===== src/rtl/storage_arbiter.sv =====
// storage_arbiter: N-channel arbiter in front of the single-port matrix storage RAM.
// Registered one-hot grant with fixed-priority or round-robin selection, burst lock,
// and a read-tag pipeline that returns o_rvalid to the issuing channel.
// Ports:
//   clk, rst_n                 clock, asynchronous active-low reset
//   i_req/i_lock/i_we [N_CH]   per-channel request, burst hold, write enable
//   i_addr [N_CH*AW]           packed per-channel addresses (channel k at [k*AW +: AW])
//   i_wdata [N_CH*DW]          packed per-channel write data
//   o_gnt/o_rvalid [N_CH]      registered one-hot grant, per-channel read-valid pulse
//   o_rdata [DW]               read data (pass-through of i_mem_rdata)
//   o_busy, o_owner [CW]       grant held, index of granted channel
//   o_mem_we/addr/wdata        storage request of the granted channel
//   i_mem_rdata [DW]           storage read data, MEM_LAT cycles after the address
module storage_arbiter #(
  parameter int unsigned N_CH    = 3,
  parameter int unsigned AW      = 9,
  parameter int unsigned DW      = 32,
  parameter int unsigned MEM_LAT = 1,
  parameter int unsigned RR_MODE = 0,
  localparam int unsigned CW     = (N_CH > 2) ? $clog2(N_CH) : 1
) (
  input  logic               clk,
  input  logic               rst_n,
  input  logic [N_CH-1:0]    i_req,
  input  logic [N_CH-1:0]    i_lock,
  input  logic [N_CH-1:0]    i_we,
  input  logic [N_CH*AW-1:0] i_addr,
  input  logic [N_CH*DW-1:0] i_wdata,
  output logic [N_CH-1:0]    o_gnt,
  output logic [N_CH-1:0]    o_rvalid,
  output logic [DW-1:0]      o_rdata,
  output logic               o_busy,
  output logic [CW-1:0]      o_owner,
  output logic               o_mem_we,
  output logic [AW-1:0]      o_mem_addr,
  output logic [DW-1:0]      o_mem_wdata,
  input  logic [DW-1:0]      i_mem_rdata
);

  typedef enum logic {IDLE, OWN} state_t;

  state_t          state_q, state_d;
  logic [N_CH-1:0] gnt_q, gnt_d;
  logic [CW-1:0]   owner_q, owner_d;
  logic            busy_q, busy_d;
  logic [CW-1:0]   rr_q, rr_d;
  logic [N_CH-1:0] rv_pipe_q [MEM_LAT];

  logic [N_CH-1:0] acc_c;
  logic [N_CH-1:0] rd_c;
  logic            release_c;
  logic            pick_found;
  logic [CW-1:0]   pick_idx;

  // Accepted accesses: owner with its request up; owner releases when req and lock are both low.
  assign acc_c     = gnt_q & i_req;
  assign rd_c      = acc_c & ~i_we;
  assign release_c = |(gnt_q & ~i_req & ~i_lock);

  // Candidate selection: round-robin searches from rr_q upward, then wraps to the lowest index.
  always_comb begin
    pick_found = 1'b0;
    pick_idx   = '0;
    if (RR_MODE != 0) begin
      for (int k = 0; k < int'(N_CH); k++) begin
        if (!pick_found && i_req[k] && (CW'(k) >= rr_q)) begin
          pick_found = 1'b1;
          pick_idx   = CW'(k);
        end
      end
    end
    for (int k = 0; k < int'(N_CH); k++) begin
      if (!pick_found && i_req[k]) begin
        pick_found = 1'b1;
        pick_idx   = CW'(k);
      end
    end
  end

  // Grant FSM state register.
  always_ff @(posedge clk or negedge rst_n) begin
    if (!rst_n) begin
      state_q <= IDLE;
      gnt_q   <= '0;
      owner_q <= '0;
      busy_q  <= 1'b0;
      rr_q    <= '0;
    end else begin
      state_q <= state_d;
      gnt_q   <= gnt_d;
      owner_q <= owner_d;
      busy_q  <= busy_d;
      rr_q    <= rr_d;
    end
  end

  // Next state: re-arbitrate from IDLE or on release; release and new grant share one edge.
  always_comb begin
    state_d = state_q;
    gnt_d   = gnt_q;
    owner_d = owner_q;
    busy_d  = busy_q;
    rr_d    = rr_q;
    if ((state_q == IDLE) || release_c) begin
      if (pick_found) begin
        state_d = OWN;
        gnt_d   = N_CH'(1) << pick_idx;
        owner_d = pick_idx;
        busy_d  = 1'b1;
        rr_d    = (pick_idx == CW'(N_CH - 1)) ? '0 : pick_idx + CW'(1);
      end else begin
        state_d = IDLE;
        gnt_d   = '0;
        owner_d = '0;
        busy_d  = 1'b0;
      end
    end
  end

  // Storage request mux: zero unless the owner is issuing an access this cycle.
  always_comb begin
    o_mem_we    = 1'b0;
    o_mem_addr  = '0;
    o_mem_wdata = '0;
    for (int k = 0; k < int'(N_CH); k++) begin
      if (acc_c[k]) begin
        o_mem_we    = i_we[k];
        o_mem_addr  = i_addr[k*AW +: AW];
        o_mem_wdata = i_wdata[k*DW +: DW];
      end
    end
  end

  // Read tags travel as one-hot channel vectors so in-flight reads survive grant changes.
  always_ff @(posedge clk or negedge rst_n) begin
    if (!rst_n) begin
      for (int i = 0; i < int'(MEM_LAT); i++) rv_pipe_q[i] <= '0;
    end else begin
      rv_pipe_q[0] <= rd_c;
      for (int i = 1; i < int'(MEM_LAT); i++) rv_pipe_q[i] <= rv_pipe_q[i-1];
    end
  end

  assign o_gnt    = gnt_q;
  assign o_owner  = owner_q;
  assign o_busy   = busy_q;
  assign o_rvalid = rv_pipe_q[MEM_LAT-1];
  assign o_rdata  = i_mem_rdata;

endmodule


===== config.mk =====
export PLATFORM = sky130hd
export DESIGN_NAME = storage_arbiter
export DESIGN_NICKNAME = d
export VERILOG_FILES = /design/src/rtl/storage_arbiter.sv
export SDC_FILE = /design/constraint.sdc
export NUM_CORES = 1
export LEC_CHECK = 0
export ABC_AREA = 1
export BUFFER_PORTS_ARGS = -buffer_cell sky130_fd_sc_hd__buf_2
export CAP_MARGIN = 10
export CORE_AREA = 3 3 94 96
export CTS_CLUSTER_DIAMETER = 200
export DETAILED_ROUTE_END_ITERATION = 12
export DIE_AREA = 0 0 97 99
export PLACE_DENSITY = 0.65
export SYNTH_ARGS = -nofsm -noshare
export SYNTH_HDL_FRONTEND = slang
export SYNTH_SLANG_ARGS = --single-unit
export TNS_END_PERCENT = 10

===== constraint.sdc =====
create_clock -name clk -period 1.4 [get_ports clk]
set_input_delay 0.14 -clock clk [delete_from_list [all_inputs] [get_ports clk]]
set_output_delay 0.14 -clock clk [all_outputs]
set_load 0.01 [all_outputs]

==> results of run 1 <==
what timing repair did:
item,in CTS,in global routing
hold endpoints to repair,8,0
setup endpoints to repair,42,42
gates cloned,1,5
resized for setup,6,15
pin swaps,0,5
hold buffers,1,0
power groups by stage:
stage / Clock [uW] / Sequential [uW] / Combinational [uW]
2_1_floorplan: 0 / 368 / 1290
4_1_cts: 285 / 329 / 2350
3_3_place_gp: 0 / 323 / 2240
5_1_grt: 300 / 342 / 2810
6_report: 283 / 335 / 2560
3_5_place_dp: 0 / 328 / 2270
cell usage after synthesis:
cell      count  area (um2)
inv_1         4        15.0
clkbuf_1      2        7.51
buf_4        38         285
inv_2         1        3.75
nor2_1       48         180
clkinv_1      1        3.75
nand3_1      43         215
nand3b_1      2        15.0
nand2_2       1        6.26
o21ai_0       4        20.0
dfrtp_1       8         200
a31oi_1      42         263
buf_2        14        70.1
nand2_1      55         206
cell type report:
class	instances	area, um2	share of cell area
multi-input combinational	195	967	0.371
sequential	8	200	0.0767
inverter	6	32.5	0.0125
clock buffer	3	41.3	0.0158
timing repair buffer	201	1240	0.474
tap	105	131	0.0503
placed cells by master, fill, tap and decap left out:
cell type	synthesis	final
clkbuf_8	0	3
o21ai_0	4	4
buf_12	0	6
dfrtp_1	8	8
a31oi_2	0	1
nand3b_1	2	2
nand2_4	0	3
inv_4	0	1
inv_8	0	1
buf_16	0	1
a31oi_1	42	41
dlygate4sd3_1	0	1
inv_1	4	4
nand3_1	43	38
buf_6	0	1
nand2_1	55	50
nor2_2	0	1
nand3_2	0	5
nor2_1	48	47
buf_2	14	184
nand2_2	1	3
clkbuf_16	0	5
buf_4	38	3
worst max-delay path, cell delays in order (launching register included):
cell and delay, ns:
dfrtp_1 0.40, nand2_4 0.15, clkbuf_16 0.22, nand3_1 0.09
a31oi_1 0.13, buf_2 0.16
cells by family (layout without fill, tap and decap cells):
group                  Yosys count  count (layout)
AOI/OAI and AO/OA               46              46
and+or+nand+nor                149             149
buffers and inverters           60             210
DFF                              8               8
worst max-delay path by stage:
stage / start / endpoint / slack (ns) / cells after the start
final: o_gnt[1] / o_mem_wdata[22] / -0.14 / 5
after global routing: o_gnt[1] / o_mem_wdata[1] / -0.23 / 6
after CTS: o_gnt[1] / o_mem_wdata[24] / -0.14 / 6
after detailed placement: o_gnt[1] / o_mem_wdata[24] / 0.10 / 6
after global placement: o_gnt[1] / o_mem_wdata[22] / 0.15 / 6
after floorplan: o_gnt[2] / o_mem_wdata[19] / 0.14 / 5
state kept, by name, summed over array words and instances, names as in the netlist:
name	flops
o_owner	1
o_busy	1
o_gnt	3
o_rvalid	3
through the flow:
step	cells	hold WS, ns	power (uW)	cell area [um2]	setup slack, ns
3_5_place_dp	508	-0.00636	2600	2330	0.101
5_1_grt	518	0.0878	3450	2610	-0.226
4_1_cts	513	0.0793	2960	2430	-0.145
6_report	518	0.0792	3180	2610	-0.140
3_3_place_gp	508	-0.00800	2570	2330	0.147
2_1_floorplan	263	-0.156	1660	1490	0.137
routing by layer:
metal	wire length, um	vias up	part of all wire
li1	-	1167	-
met1	2950	1047	0.38
met2	3820	150	0.50
met3	710	26	0.093
met4	189	0	0.025
met5	0	-	0
==> qor.csv, run 1 <==
stage,metric,value,unit
global_route,grt_max_degree,44,
detailed_routing,dr.pass1.iters,4,
synth,seq_area_frac_synth,0.134,
clocking,clk_path_buf_depth,2,
place,gp_congestion,0.869,
timing,maxSlewViolCount,0,
clocking,cts_tree,yes,
floorplan,row_count,33,
worst_setup_path,critical_path_class,reg -> out,
finish,nNetsFinal,581,
floorplan,ios,249,
finish,post-route-util,0.321,
worst_hold_path,hold_start,i_we[2],
detailed_routing,drc,0,
synth,synthXorXnorAreaFrac,0,
timing,max_slew_margin,0.846,
synth,synth_seq_cells,8,
clocking,post_cts_buffers,0,
clocking,clkLatencyLatePin,0.23,ns
timing,setup_tns,-4.51,ns
timing,finalHoldViolations,0,
timing,fmax,0.649,GHz
place,io_buffer_count,184,
worst_setup_path,path_max_fanout,21,
global_route,grt_pass1_vias,2268,
global_route,met3_usage,0.0347,
floorplan,die_w,97,um
power,p_clk_frac,0.089,
synth,syn_area,0.00149,mm2
global_route,grt_pass1_wl,10900,um
synth,yosys_warnings,0,
global_route,grtUsageMet1,0.144,
clocking,htree_levels,1,
clocking,clock-sinks,8,
worst_hold_path,holdCritPathClass,in -> reg,
global_route,antenna_found_initial,0,
finish,num-fill-cells,875,
detailed_routing,via_per_inst,4.61,
power,leakage,0.00144,uW
detailed_routing,drt-total-wl,7680,um
synth,synth_mux_area_frac,0,
clocking,cts_inserted_buffers,3,
synth,synth_top_family_by_area,simple AND/OR/NAND/NOR gates,
finish,diodes,0,
worst_hold_path,holdPathEnd,o_rvalid[2],
timing,tightest_slew,0.230,ns
power,netSwitchingPower,1530,uW
timing,clock_skew,0.00109,ns
worst_setup_path,ff2ff_setup_slack,0.21,ns
power,p_sw_frac,0.480,
floorplan,dieArea,0.00960,mm2
global_route,grt_remaining_overflow,0,
worst_setup_path,reg2reg_from,o_gnt[2],
synth,syn_avg_cell_area,5.67,um2
floorplan,die_y,99,um
place,dp_hpwl,5200,um
timing,fin_crit_sh,1.10,
worst_setup_path,required,1.26,ns
synth,synth_compound_area_frac,0.190,
power,ir_worst_vdd,412,uV
timing,rsz0062_at_grt,yes,
worst_setup_path,end_kind,primary output,
floorplan,core,0.00813,mm2
timing,setup_viol,42,
finish,area_growth,75.0,%
global_route,grt_usage,0.134,
synth,synthCells,263,
global_route,grt-busiest-layer,met2,
worst_hold_path,whs_path_depth,2,
clocking,cts-root-buf,clkbuf_8,
worst_setup_path,reg2reg_depth,6,
synth,yosys.area_share.simple,0.418,
status,violations,negative setup slack,
detailed_routing,first_iter_violations,91,
power,p_int,1650,uW
worst_setup_path,crit-reg2reg-capture,o_gnt[2],
clocking,cts.clk_slew.worst_paths,0.04,ns
synth,yosys.area_share.adder,0,
detailed_routing,wl_per_cell,14.8,um
floorplan,start_util,0.183,
power,p_per_area,1220,mW/mm2
timing,setup_ws,-0.140,ns
finish,drive_above_1_share,0.528,
worst_setup_path,cp.arrival,1.40,ns
synth,ys_types,14,
status,status,"complete, but fails checks",
synth,synth_nets,429,
power,pwr-share-seq,0.105,
global_route,grtUsageMet2,0.253,
detailed_routing,dr_total_vias,2390,
worst_setup_path,setup.worst_path.start_class,register,
power,combPwrFrac,0.806,
flow_run,drv_cap,0,
timing,min_period,1.54,ns
detailed_routing,ant_nets,0,
No activity file was read; power rests on OpenSTA's default activity.
==> inputs of run 2 (changes only) <==
--- a/constraint.sdc
+++ b/constraint.sdc
@@ -3,2 +3,2 @@
 set_output_delay 0.14 -clock clk [all_outputs]
-set_load 0.01 [all_outputs]
+set_load 0.1 [all_outputs]
==> qor.csv, run 2 (same netlist as run 1, synthesis figures left out) <==
stage,metric,value,unit
status,status,"complete, but fails checks",
status,violations,negative setup slack,
global_route,grt_remaining_overflow,0,
place,gp_congestion,0.874,
clocking,cts_tree,yes,
power,combPwrFrac,0.933,
detailed_routing,via_per_inst,4.70,
clocking,cts.clk_slew.worst_paths,0.05,ns
clocking,cts_inserted_buffers,3,
place,post-place-ws,-0.109,ns
finish,layout_common_cells,"139 x buf_2, 54 x nand2_1, 53 x buf_12",
power,netSwitchingPower,6090,uW
global_route,grt_pass1_vias,2716,
floorplan,die_y,99,um
detailed_routing,drt-total-wl,8090,um
place,io_buffer_count,184,
power,p_clk_frac,0.030,
detailed_routing,wl_met1,2740,um
flow_run,drv_cap,0,
worst_setup_path,required,1.26,ns
power,ir_worst_vdd,1150,uV
clocking,post_cts_buffers,0,
power,p_sw_frac,0.607,
worst_setup_path,critical_path_class,reg -> out,
clocking,clk_path_buf_depth,2,
floorplan,start_util,0.183,
floorplan,row_count,33,
timing,rsz0062_at_grt,yes,
global_route,antenna_found_initial,0,
power,leakage,0.00172,uW
finish,num-fill-cells,754,
timing,fin_crit_sh,1.18,
detailed_routing,first_iter_violations,66,
worst_setup_path,path_max_fanout,20,
worst_setup_path,end_kind,primary output,
clocking,clock-sinks,8,
detailed_routing,wl_met3,746,um
place,placed_cell_area,0.00386,mm2
floorplan,dieArea,0.00960,mm2
timing,setup_tns,-10.10,ns
worst_hold_path,holdCritPathClass,in -> reg,
clocking,clkLatencyLatePin,0.23,ns
finish,area_growth,173,%
finish,diodes,0,
timing,tightest_slew,0.497,ns
global_route,grt_max_degree,22,
timing,setup_ws,-0.257,ns
detailed_routing,dr_wl_met2,4400,um
timing,fmax,0.603,GHz
global_route,grt_pass1_wl,12700,um
detailed_routing,maxUsedRoutingLayer,met4,
floorplan,core,0.00813,mm2
floorplan,die_w,97,um
clocking,htree_levels,1,
timing,setup_viol,42,
finish,drive_above_1_share,0.643,
timing,clock_skew,0.00206,ns
power,pwr-share-seq,0.037,
timing,timing.hold.ws,0.0802,ns
detailed_routing,wl_per_cell,15.0,um
power,p_int,3940,uW
detailed_routing,dr.pass1.iters,6,
timing,min_period,1.66,ns
place,dp_hpwl,6480,um
detailed_routing,ant_nets,0,
finish,final_cell_area,0.00407,mm2
clocking,cts-root-buf,clkbuf_8,
finish,mostFrequentLayoutCell,buf_2,
worst_setup_path,setup.worst_path.start_class,register,
floorplan,ios,249,
timing,max_slew_margin,0.671,
finish,nNetsFinal,601,
detailed_routing,dr_total_vias,2532,
global_route,grt_usage,0.160,
detailed_routing,drc,0,
timing,maxSlewViolCount,0,
worst_setup_path,cp.arrival,1.52,ns
timing,finalHoldViolations,0,
finish,post-route-util,0.500,
power,p_per_area,2470,mW/mm2
==> run 2: cell types whose count changed in the layout (fill, tap and decap cells not counted), moves of 3 or more <==
cell | before | now
dfrtp_1 | 8 | 5
nand2_4 | 3 | 0
clkbuf_16 | 5 | 1
a31oi_4 | 0 | 42
buf_2 | 184 | 139
dfrtp_4 | 0 | 3
buf_12 | 6 | 53
buf_4 | 3 | 19
nand2_1 | 50 | 54
a31oi_1 | 41 | 0
buf_6 | 1 | 6
nand2_2 | 3 | 0
==> run 2: what timing repair did <==
item | CTS | global route
gates cloned | 2 | 1
hold buffers | 1 | 0
setup endpoints to repair | 42 | 44
hold endpoints to repair | 8 | 0
pin swaps | 10 | 2
resized for setup | 16 | 4
==> run 2: path summary, 6_finish.rpt <==
check                           startpoint              end  slack (ns)  cells after the start
worst max-delay path              o_gnt[2]  o_mem_wdata[26]       -0.26                      5
worst min-delay path               i_we[1]      o_rvalid[1]        0.08                      2
worst max register to register    o_gnt[1]         o_gnt[0]        0.10                      6
worst min register to register  o_owner[1]       o_owner[1]        0.51                      2
max in group asynchronous            rst_n         o_gnt[1]        0.92                      2
min in group asynchronous            rst_n         o_gnt[2]        0.29                      2
==> run 2: final cells by class <==
type,count,area (um2),area share
tap,105,131,0.0323
clock buffer,4,45.0,0.0111
multi-input combinational,195,1590,0.392
timing repair buffer,221,2060,0.506
inverter,6,28.8,0.00707
sequential,8,211,0.0520
==> run 2: metal layers <==
layer / GRT usage / vias up
met5: 0 / -
met4: 0.0659 / 0
met3: 0.0403 / 29
met2: 0.329 / 156
met1: 0.147 / 1139
li1: - / 1208
==> run 2: stage by stage <==
step,std cells,total power (uW)
6_report,539,10000
5_1_grt,539,10300
4_1_cts,538,10100
3_5_place_dp,531,9560
3_3_place_gp,531,9480
2_1_floorplan,263,6800
==> run 2: worst max-delay path: stages, from the launching register on <==
cell and delay (ns):
dfrtp_4 0.50, nand2_8 0.12, buf_16 0.20, nor2_1 0.09, a31oi_4 0.17, buf_12 0.19
==> run 2: power groups by stage <==
stage / clock network [uW] / registers, uW / logic (uW)
after global placement: 0 / 355 / 9130
after floorplan: 0 / 810 / 5990
after detailed placement: 0 / 356 / 9210
after global routing: 338 / 374 / 9630
final: 304 / 371 / 9360
after CTS: 311 / 369 / 9380
